[src/rtl/serial_link_pkg.sv]
// Shared constants and types for the Game Boy serial port (SB/SC registers).
package serial_link_pkg;

  localparam logic [15:0] SB_ADDR = 16'hFF01;
  localparam logic [15:0] SC_ADDR = 16'hFF02;

  localparam int SC_START   = 7;
  localparam int SC_CLKSEL  = 0;
  localparam int INT_SERIAL = 3;

  // 4.194304 MHz system clock / 8192 Hz link clock
  localparam int DEFAULT_CLK_DIV = 512;

  typedef enum logic [1:0] {
    IDLE     = 2'd0,
    XFER_INT = 2'd1,
    XFER_EXT = 2'd2
  } serial_state_t;

  function automatic logic [7:0] sc_readback(input logic busy, input logic clk_sel);
    return {busy, 6'b111111, clk_sel};
  endfunction

endpackage

[src/rtl/serial_link_if.sv]
// CPU-side register interface of the serial port.
// sb_wr/sc_wr are single-cycle write strobes qualified by nothing else: the
// engine always accepts them (no ready), wdata is valid only while a strobe is high.
interface serial_link_if;
  logic [7:0] wdata;
  logic       sb_wr;
  logic       sc_wr;
  logic [7:0] sb_out;
  logic [7:0] sc_out;
  logic       serial_int;

  modport master (
    output wdata, sb_wr, sc_wr,
    input  sb_out, sc_out, serial_int
  );

  modport slave (
    input  wdata, sb_wr, sc_wr,
    output sb_out, sc_out, serial_int
  );
endinterface

[src/rtl/serial_clkgen.sv]
// Link clock source: internal HALF divider or synchronised peer clock,
// producing one-cycle rise/fall strobes aligned with sclk_out changes.
module serial_clkgen
  import serial_link_pkg::*;
#(
  parameter int HALF = DEFAULT_CLK_DIV / 2
) (
  input  logic clk,
  input  logic rst,
  input  logic run_int,
  input  logic restart,
  input  logic int_mode,
  input  logic sclk_in,
  output logic sclk_out,
  output logic rise,
  output logic fall
);

  localparam int DW = (HALF > 1) ? $clog2(HALF) : 1;

  logic [DW-1:0] div_q;
  logic          sclk_q;
  // [0] first stage, [1] synchronised, [2] previous synchronised value
  logic [2:0]    ext_sync_q;
  logic          div_last;
  logic          int_rise, int_fall, ext_rise, ext_fall;

  assign div_last = (div_q == DW'(HALF - 1));

  always_ff @(posedge clk or posedge rst) begin
    if (rst) begin
      div_q      <= '0;
      sclk_q     <= 1'b1;
      ext_sync_q <= 3'b111;
    end else begin
      ext_sync_q <= {ext_sync_q[1:0], sclk_in};
      if (!run_int) begin
        div_q  <= '0;
        sclk_q <= 1'b1;
      end else if (restart) begin
        div_q  <= '0;
        sclk_q <= 1'b0;
      end else if (div_last) begin
        div_q  <= '0;
        sclk_q <= ~sclk_q;
      end else begin
        div_q  <= div_q + DW'(1);
      end
    end
  end

  assign int_rise = div_last & ~sclk_q;
  assign int_fall = div_last &  sclk_q;
  assign ext_rise =  ext_sync_q[1] & ~ext_sync_q[2];
  assign ext_fall = ~ext_sync_q[1] &  ext_sync_q[2];

  assign rise     = int_mode ? int_rise : ext_rise;
  assign fall     = int_mode ? int_fall : ext_fall;
  assign sclk_out = sclk_q;

endmodule

[src/rtl/serial_link.sv]
// Serial port engine: shifts SB out MSB-first while shifting the peer's bits in,
// then pulses serial_int for one cycle on completion.
module serial_link
  import serial_link_pkg::*;
#(
  parameter int CLK_DIV = DEFAULT_CLK_DIV
) (
  input  logic          clk,
  input  logic          rst,
  serial_link_if.slave  bus,
  output logic          sclk_out,
  output logic          sclk_oe,
  input  logic          sclk_in,
  input  logic          sin,
  output logic          sout,
  output serial_state_t state_dbg
);

  localparam int HALF = CLK_DIV / 2;

  serial_state_t state_q, state_d;
  logic [7:0]    sb_q, sb_d, sb_load;
  logic [2:0]    cnt_q, cnt_d;
  logic          done_q, done_d;
  logic          busy_q, busy_d;
  logic          clk_sel_q, clk_sel_d;
  logic          sout_q, sout_d;
  logic          int_q, int_d;
  logic          restart;
  logic [1:0]    sin_sync_q;
  logic          sin_sync;
  logic          rise, fall;

  assign sin_sync = sin_sync_q[1];
  // A same-cycle SB write lands before a starting SC write sees it.
  assign sb_load  = (bus.sb_wr && state_q == IDLE) ? bus.wdata : sb_q;

  always_ff @(posedge clk or posedge rst) begin
    if (rst) begin
      state_q    <= IDLE;
      sb_q       <= 8'h00;
      cnt_q      <= 3'd0;
      done_q     <= 1'b0;
      busy_q     <= 1'b0;
      clk_sel_q  <= 1'b0;
      sout_q     <= 1'b1;
      int_q      <= 1'b0;
      sin_sync_q <= 2'b11;
    end else begin
      state_q    <= state_d;
      sb_q       <= sb_d;
      cnt_q      <= cnt_d;
      done_q     <= done_d;
      busy_q     <= busy_d;
      clk_sel_q  <= clk_sel_d;
      sout_q     <= sout_d;
      int_q      <= int_d;
      sin_sync_q <= {sin_sync_q[0], sin};
    end
  end

  always_comb begin
    state_d   = state_q;
    sb_d      = sb_q;
    cnt_d     = cnt_q;
    done_d    = done_q;
    busy_d    = busy_q;
    clk_sel_d = clk_sel_q;
    sout_d    = sout_q;
    int_d     = 1'b0;
    restart   = 1'b0;

    if (bus.sc_wr) begin
      clk_sel_d = bus.wdata[SC_CLKSEL];
      busy_d    = bus.wdata[SC_START];
      sb_d      = sb_load;
      cnt_d     = 3'd0;
      done_d    = 1'b0;
      if (bus.wdata[SC_START]) begin
        state_d = bus.wdata[SC_CLKSEL] ? XFER_INT : XFER_EXT;
        sout_d  = sb_load[7];
        restart = 1'b1;
      end else begin
        state_d = IDLE;
        sout_d  = 1'b1;
      end
    end else begin
      unique case (state_q)
        IDLE: begin
          sb_d = sb_load;
        end
        XFER_INT, XFER_EXT: begin
          if (done_q) begin
            state_d = IDLE;
            busy_d  = 1'b0;
            int_d   = 1'b1;
            sout_d  = 1'b1;
            done_d  = 1'b0;
            cnt_d   = 3'd0;
          end else if (rise) begin
            sb_d  = {sb_q[6:0], sin_sync};
            cnt_d = cnt_q + 3'd1;
            if (cnt_q == 3'd7) done_d = 1'b1;
          end else if (fall) begin
            sout_d = sb_q[7];
          end
        end
        default: state_d = IDLE;
      endcase
    end
  end

  serial_clkgen #(.HALF(HALF)) u_clkgen (
    .clk      (clk),
    .rst      (rst),
    .run_int  (state_d == XFER_INT),
    .restart  (restart),
    .int_mode (state_q == XFER_INT),
    .sclk_in  (sclk_in),
    .sclk_out (sclk_out),
    .rise     (rise),
    .fall     (fall)
  );

  assign bus.sb_out     = sb_q;
  assign bus.sc_out     = sc_readback(busy_q, clk_sel_q);
  assign bus.serial_int = int_q;
  assign sclk_oe        = clk_sel_q;
  assign sout           = sout_q;
  assign state_dbg      = state_q;

endmodule
[src/flat_wrapper.sv]
// flat-port wrapper written by rule: the top's interface ports become plain ports
module serial_link_flat import serial_link_pkg::*;
#(
  parameter int CLK_DIV = DEFAULT_CLK_DIV
)
  (clk, rst, sclk_out, sclk_oe, sclk_in, sin, sout, state_dbg, bus_wdata, bus_sb_wr, bus_sc_wr, bus_sb_out, bus_sc_out, bus_serial_int);
  serial_link_if bus_i ();
  input  logic clk;
  input  logic rst;
  output logic sclk_out;
  output logic sclk_oe;
  input  logic sclk_in;
  input  logic sin;
  output logic sout;
  output serial_state_t state_dbg;
  input wire logic [$bits(bus_i.wdata)-1:0] bus_wdata;
  input wire logic [$bits(bus_i.sb_wr)-1:0] bus_sb_wr;
  input wire logic [$bits(bus_i.sc_wr)-1:0] bus_sc_wr;
  output wire logic [$bits(bus_i.sb_out)-1:0] bus_sb_out;
  output wire logic [$bits(bus_i.sc_out)-1:0] bus_sc_out;
  output wire logic [$bits(bus_i.serial_int)-1:0] bus_serial_int;
  assign bus_i.wdata = bus_wdata;
  assign bus_i.sb_wr = bus_sb_wr;
  assign bus_i.sc_wr = bus_sc_wr;
  assign bus_sb_out = bus_i.sb_out;
  assign bus_sc_out = bus_i.sc_out;
  assign bus_serial_int = bus_i.serial_int;
  serial_link #(.CLK_DIV(CLK_DIV)) u_core (.clk(clk), .rst(rst), .bus(bus_i), .sclk_out(sclk_out), .sclk_oe(sclk_oe), .sclk_in(sclk_in), .sin(sin), .sout(sout), .state_dbg(state_dbg));
endmodule
[config.mk]
export PLATFORM = sky130hd
export DESIGN_NAME = serial_link_flat
export DESIGN_NICKNAME = d
export VERILOG_FILES = /design/src/rtl/serial_link_pkg.sv /design/src/rtl/serial_link_if.sv /design/src/rtl/serial_clkgen.sv /design/src/rtl/serial_link.sv /design/src/flat_wrapper.sv
export SDC_FILE = /design/constraint.sdc
export NUM_CORES = 1
export LEC_CHECK = 0
export ABC_CLOCK_PERIOD_IN_PS = 5200
export CORE_MARGIN = 1
export CORE_UTILIZATION = 40
export CTS_BUF_LIST = sky130_fd_sc_hd__clkbuf_16
export CTS_CLUSTER_SIZE = 24
export DETAILED_ROUTE_END_ITERATION = 8
export DONT_BUFFER_PORTS = 1
export SYNTH_ARGS = -nofsm -noshare
export SYNTH_HDL_FRONTEND = slang
export SYNTH_HIERARCHICAL = 1
export SYNTH_SLANG_ARGS = --single-unit
[constraint.sdc]
create_clock -name clk -period 5.2 [get_ports clk]
set_input_delay 0.26 -clock clk [delete_from_list [all_inputs] [get_ports clk]]
set_output_delay 0.26 -clock clk [all_outputs]
set_load 0.02 [all_outputs]
=== Word-level counts from Yosys, hierarchy flattened ===
Cells that the tools add are included.

* Input bits: 14
* Bits in registers: 32
* Output and inout port bits: 22

* Eq/ne operators: 9
* Reductions and logical operators: 12
* Add/sub/neg operators: 2
* Bitwise gates (word level): 7
* Multiplexer cells: 41

{| class="wikitable"
|+ Operators with widths
! kind !! number
|-
| $mux 8 || 7
|-
| $mux 1 || 24
|-
| $pmux 8 s2 || 1
|-
| $mux 3 || 4
|-
| $reduce_bool 3->1 || 3
|-
| $add 8x1->8 const B || 1
|-
| $eq 8x8->1 const B || 1
|-
| $mux 2 || 4
|-
| $ne 3x2->1 const B || 2
|-
| $reduce_and 3->1 || 2
|-
| $and 1x1->1 || 4
|-
| $eq 2x1->1 const B || 2
|-
| $pmux 2 s2 || 1
|-
| $reduce_and 2->1 || 2
|-
| $reduce_bool 2->1 || 2
|-
| $add 3x1->3 const B || 1
|-
| $eq 3x3->1 const B || 1
|-
| $ne 3x1->1 const B || 1
|-
| $ne 3x3->1 const B || 1
|-
| $not 1->1 || 3
|-
| $eq 2x2->1 const B || 1
|-
| $logic_not 2->1 || 1
|-
| $reduce_or 2->1 || 1
|-
| $logic_and 1x1->1 || 1
|}

=== Logic depth before layout (Yosys ltp) ===
* Word-level depth: 8
* Mapped depth: 9
* Mapped depth without buffers: 9

=== By module ===
Netlist, hierarchy kept.

{| class="wikitable"
|+ By module, submodules not included
! module !! cells an instance !! area an instance (µm²) !! instances
|-
| serial_link || 98 || 1111.1 || 1
|-
| serial_clkgen || 53 || 544.3 || 1
|}

=== Worst setup path before layout ===
Ideal clock, no wire load.

* Path type: flip-flop to flip-flop
* Start point: register u_core.state_q[0], in the netlist u_core/state_dbg[0]
* End point: register u_core.u_clkgen.div_q[5]
* Setup slack: 3.024 ns
* Setup time: 0.078 ns
* Arrival: 2.099 ns
* Data required time: 5.122 ns
* Cell stages (with the launch flop): 10
* Cell sequence: dfrtp_1 > inv_1 > ha_1 > inv_2 > nor2_1 > o21bai_1 > o41ai_1 > nand2b_1 > o21bai_1 > a21oi_1

* Cells in the longest elaborated chain, start to end: 6

{| class="wikitable"
|+ RTL lines
! what !! line !! text
|-
| start, declared || serial_link.sv:21 || <nowiki>serial_state_t state_q, state_d;</nowiki>
|-
| start signal, assigned || serial_link.sv:50 || <nowiki>state_q <= state_d;</nowiki>
|-
| $eq 2x1->1 or $eq 2x2->1 (tied branches) || serial_link.sv:88 || <nowiki>unique case (state_q)</nowiki>
|-
| $reduce_or 2->1 || serial_link.sv:88 ||
|-
| $pmux 2 s2 * || serial_link.sv:88 ||
|-
| $mux 2 * || serial_link.sv:73 || <nowiki>if (bus.sc_wr) begin</nowiki>
|-
| $eq 2x1->1 * || serial_link.sv:116 || <nowiki>.run_int (state_d == XFER_INT),</nowiki>
|-
| $mux 8 * || serial_clkgen.sv:37 || <nowiki>if (!run_int) begin</nowiki>
|-
| end signal, assigned || serial_clkgen.sv:47 || <nowiki>div_q <= div_q + DW'(1);</nowiki>
|-
| end, declared || serial_clkgen.sv:21 || <nowiki>logic [DW-1:0] div_q;</nowiki>
|}

Mark *: on every way between the ends. The rest lies on a longest branch, timed or not.
A chain may end at the register's enable or synchronous reset.

=== Worst setup path after layout ===
Same ends and word-level chain as after synthesis.

==> flow_summary.toml <==
[outcome]
status = "finished with violations"
violations = "negative hold slack"

[worst_setup_path]
reg2reg_to = "u_core/u_clkgen/div_q[5]"
crit_path_cell_trace = "inv_1 -> ha_1 -> inv_2 -> nor2_1 -> o21bai_1 -> o41ai_1 -> nand2b_1 -> o21bai_1 -> a21oi_1"
cp_slowest_stage_delay_ns = 0.51
path_common_cell = "o21bai_1"
r2r-start = "u_core/state_dbg[0]"
worst_setup_path_end_kind = "flip-flop"
crit_required_ns = 5.40
r2r_cells = 9
rrSetupSlack_ns = 2.55
worst_path_max_delay_cell = "dfrtp_1"
startpoint = "u_core/state_dbg[0]"
cp_top_family = "compound AO/OA/AOI/OAI gates"
path_buf_inv = 2
critPathLaunchType = "flip-flop"
crit_arrival_ns = 2.85
path_max_fanout = 7
path_depth = 9
worstSetupPathType = "reg -> reg"

[final_layout]
diodes = 0
fill_cells = 374
area_growth_pct = 10.3
final_common_cell = "dfrtp_1"
drive_above_1_share = 0.186
layout.nets = 176
multi_input_area_um2 = 739
seqCellArea_um2 = 810
layout_common_cells = "dfrtp_1 (25), nor2_1 (12), inv_1 (11), o22ai_1 (8), a2bb2oi_2 (8)"
fin_util = 0.456

[sta]
whs_ns = -0.00404
timing.final.crit_share = 0.510
finClkSkew_ns = 0.00393
tightest_slew_ns = 0.726
timing.final.crit_period_ns = 2.65
setup_viol = 0
rsz0062_at_grt = "no"
tns_ns = 0
hold_violations = 8
max_freq_ghz = 0.377
max_slew_margin = 0.515
slew_viol_final = 0

[global_route]
grt_pass1_vias = 1112
grt_pass1_wl_um = 5110
grt_use_total = 0.160
grt_overflow_total = 0
grt_max_degree = 21
antenna_found_initial = 0

[floorplan]
die_y_um = 66.3
row_count = 23
die_w_um = 66.3
start_util = 0.414
dieArea_um2 = 4400
core_area_um2 = 4000
pin_count = 36

[yosys]
synth_cells = 151
synth.area.mux_share = 0.0136
synth_compound_area_frac = 0.220
synth_top_family_by_area = "compound AO/OA/AOI/OAI gates"
ys.flop_type = "dfrtp_1"
synthAdderAreaFrac = 0.0529
async_flop_share = 1.00
synth_cell_types = 42
yosys.area_share.simple = 0.131
yosys_warnings = 6
syn_avg_cell_area_um2 = 11.0
syn_area_um2 = 1660
synth-edff-count = 0
synth_xor_area_frac = 0.0159
ys_ff_latch = 32
ys_seq_area_frac = 0.489

[pwr]
leakage_nw = 0.750
vdd_drop_max_mv = 0.220
clkPwrFrac = 0.370
powerDensity_nw_per_um2 = 399
seq_power_share = 0.479
switchingPower_mw = 0.216
internal_power_mw = 0.512
combinationalPowerShare = 0.150
p_sw_frac = 0.297

[cts]
clk_path_buf_depth = 2
cts_htree_levels = 2
clk_latency_ns = 0.27
clock-sinks = 32
clkTransAtPathRegs_ns = 0.05
numCtsBuffers = 5
root_buffer = "clkbuf_16"
cts_tree = "built"

[placed_design]
port_buffers = 0
dp_hpwl_um = 2290
routabilityCongestion = 0.851

[routing]
drtIter0Drc = 36
route.detailed.drc = 0
post_drt_wl_per_cell_um = 15.0
vias = 1099
drtPass1Iterations = 4
vias_per_cell = 5.33
routed_wl_um = 3100
drtAntennaViolNets = 0

[worst_hold_path]
hold_class = "in -> async"

[flow_run]
cap_violations = 0
## cells in the mapped netlist (2+ instances only)
master     number  area, um2
xnor2_1         2       17.5
dfstp_2         7        184
a2bb2oi_2       8        120
nand2_1         7       26.3
o21ai_0         4       20.0
nor2_1         12       45.0
o31ai_1         2       15.0
inv_1          11       41.3
nand4_1         2       12.5
ha_1            7       87.6
or3_1           2       12.5
buf_4           8       60.1
o21bai_1        3       22.5
nand3b_1        3       22.5
nand2b_1        3       18.8
o211ai_1        2       15.0
a21oi_1         7       35.0
mux2_2          2       22.5
dfrtp_1        25        626
a32oi_1         2       17.5
nand3_1         4       20.0
o22ai_1         8       50.1
## stage by stage
step / instance area (um2) / power, mW / hold WS (ns) / std cells / setup slack, ns
2_1_floorplan: 1670 / 0.447 / 0.122 / 156 / 3.02
3_3_place_gp: 1660 / 0.456 / 0.175 / 195 / 2.72
3_5_place_dp: 1660 / 0.461 / 0.181 / 195 / 2.62
4_1_cts: 1830 / 0.740 / 0.0295 / 206 / 2.57
5_1_grt: 1830 / 0.762 / 0.0385 / 206 / 2.28
6_report: 1830 / 0.729 / -0.00404 / 206 / 2.55
## metal layers
layer | part of all wire | vias to the layer above | GRT usage
met4 | 0.015 | 0 | 0.0718
met3 | 0.053 | 4 | 0.0586
li1 | - | 539 | -
met1 | 0.45 | 527 | 0.198
met2 | 0.48 | 29 | 0.247
met5 | 0 | - | 0
## logic make-up (layout without fill, tap and decap cells)
logic type / count (synthesis) / in the layout
compound gates: 43 / 43
xor+xnor: 3 / 3
fa+ha+maj: 7 / 7
buf+inv: 23 / 23
flops: 32 / 32
mux: 2 / 2
other cells: 1 / 6
simple gates: 40 / 40
## sequential cells by signal, indices dropped and copies added (netlist names)
register,flops
u_core/busy_q,1
u_core/sin_sync_q,2
u_core/bus.serial_int,1
u_core/u_clkgen/div_q,8
u_core/bus.sb_out,8
u_core/cnt_q,3
u_core/u_clkgen/ext_sync_q,3
u_core/sout,1
u_core/sclk_oe,1
u_core/state_dbg,2
u_core/done_q,1
u_core/u_clkgen/sclk_out,1
## timing repair
item                                    4_1_cts  5_1_grt
hold endpoints to repair                     10        0
endpoints found under the setup margin        0        0
resized for setup                             0        0
buffers inserted                              0        0
hold buffers                                  3        0
## power groups by stage
| stage | clock (mW) | sequential (mW) | combinational, mW |
|---|---|---|---|
| final | 0.270 | 0.349 | 0.109 |
| after CTS | 0.280 | 0.350 | 0.110 |
| after global placement | 0 | 0.352 | 0.104 |
| after global routing | 0.290 | 0.353 | 0.118 |
| after floorplan | 0 | 0.343 | 0.104 |
| after detailed placement | 0 | 0.353 | 0.108 |
## layout make-up
cell class / instances / share of cell area
tap: 50 / 0.0343
timing repair buffer: 3 / 0.0164
clock buffer: 5 / 0.0685
inverter: 12 / 0.0247
clock inverter: 3 / 0.00754
multi-input combinational: 101 / 0.405
sequential: 32 / 0.443
## worst max-delay path by stage
stage                                           to  slack, ns
after global placement    u_core/u_clkgen/div_q[5]       2.72
after CTS                 u_core/u_clkgen/div_q[5]       2.57
after global routing      u_core/u_clkgen/div_q[3]       2.28
after detailed placement  u_core/u_clkgen/div_q[3]       2.62
after floorplan           u_core/u_clkgen/div_q[5]       3.02
final                     u_core/u_clkgen/div_q[5]       2.55
(Power assumes the default switching activity.)
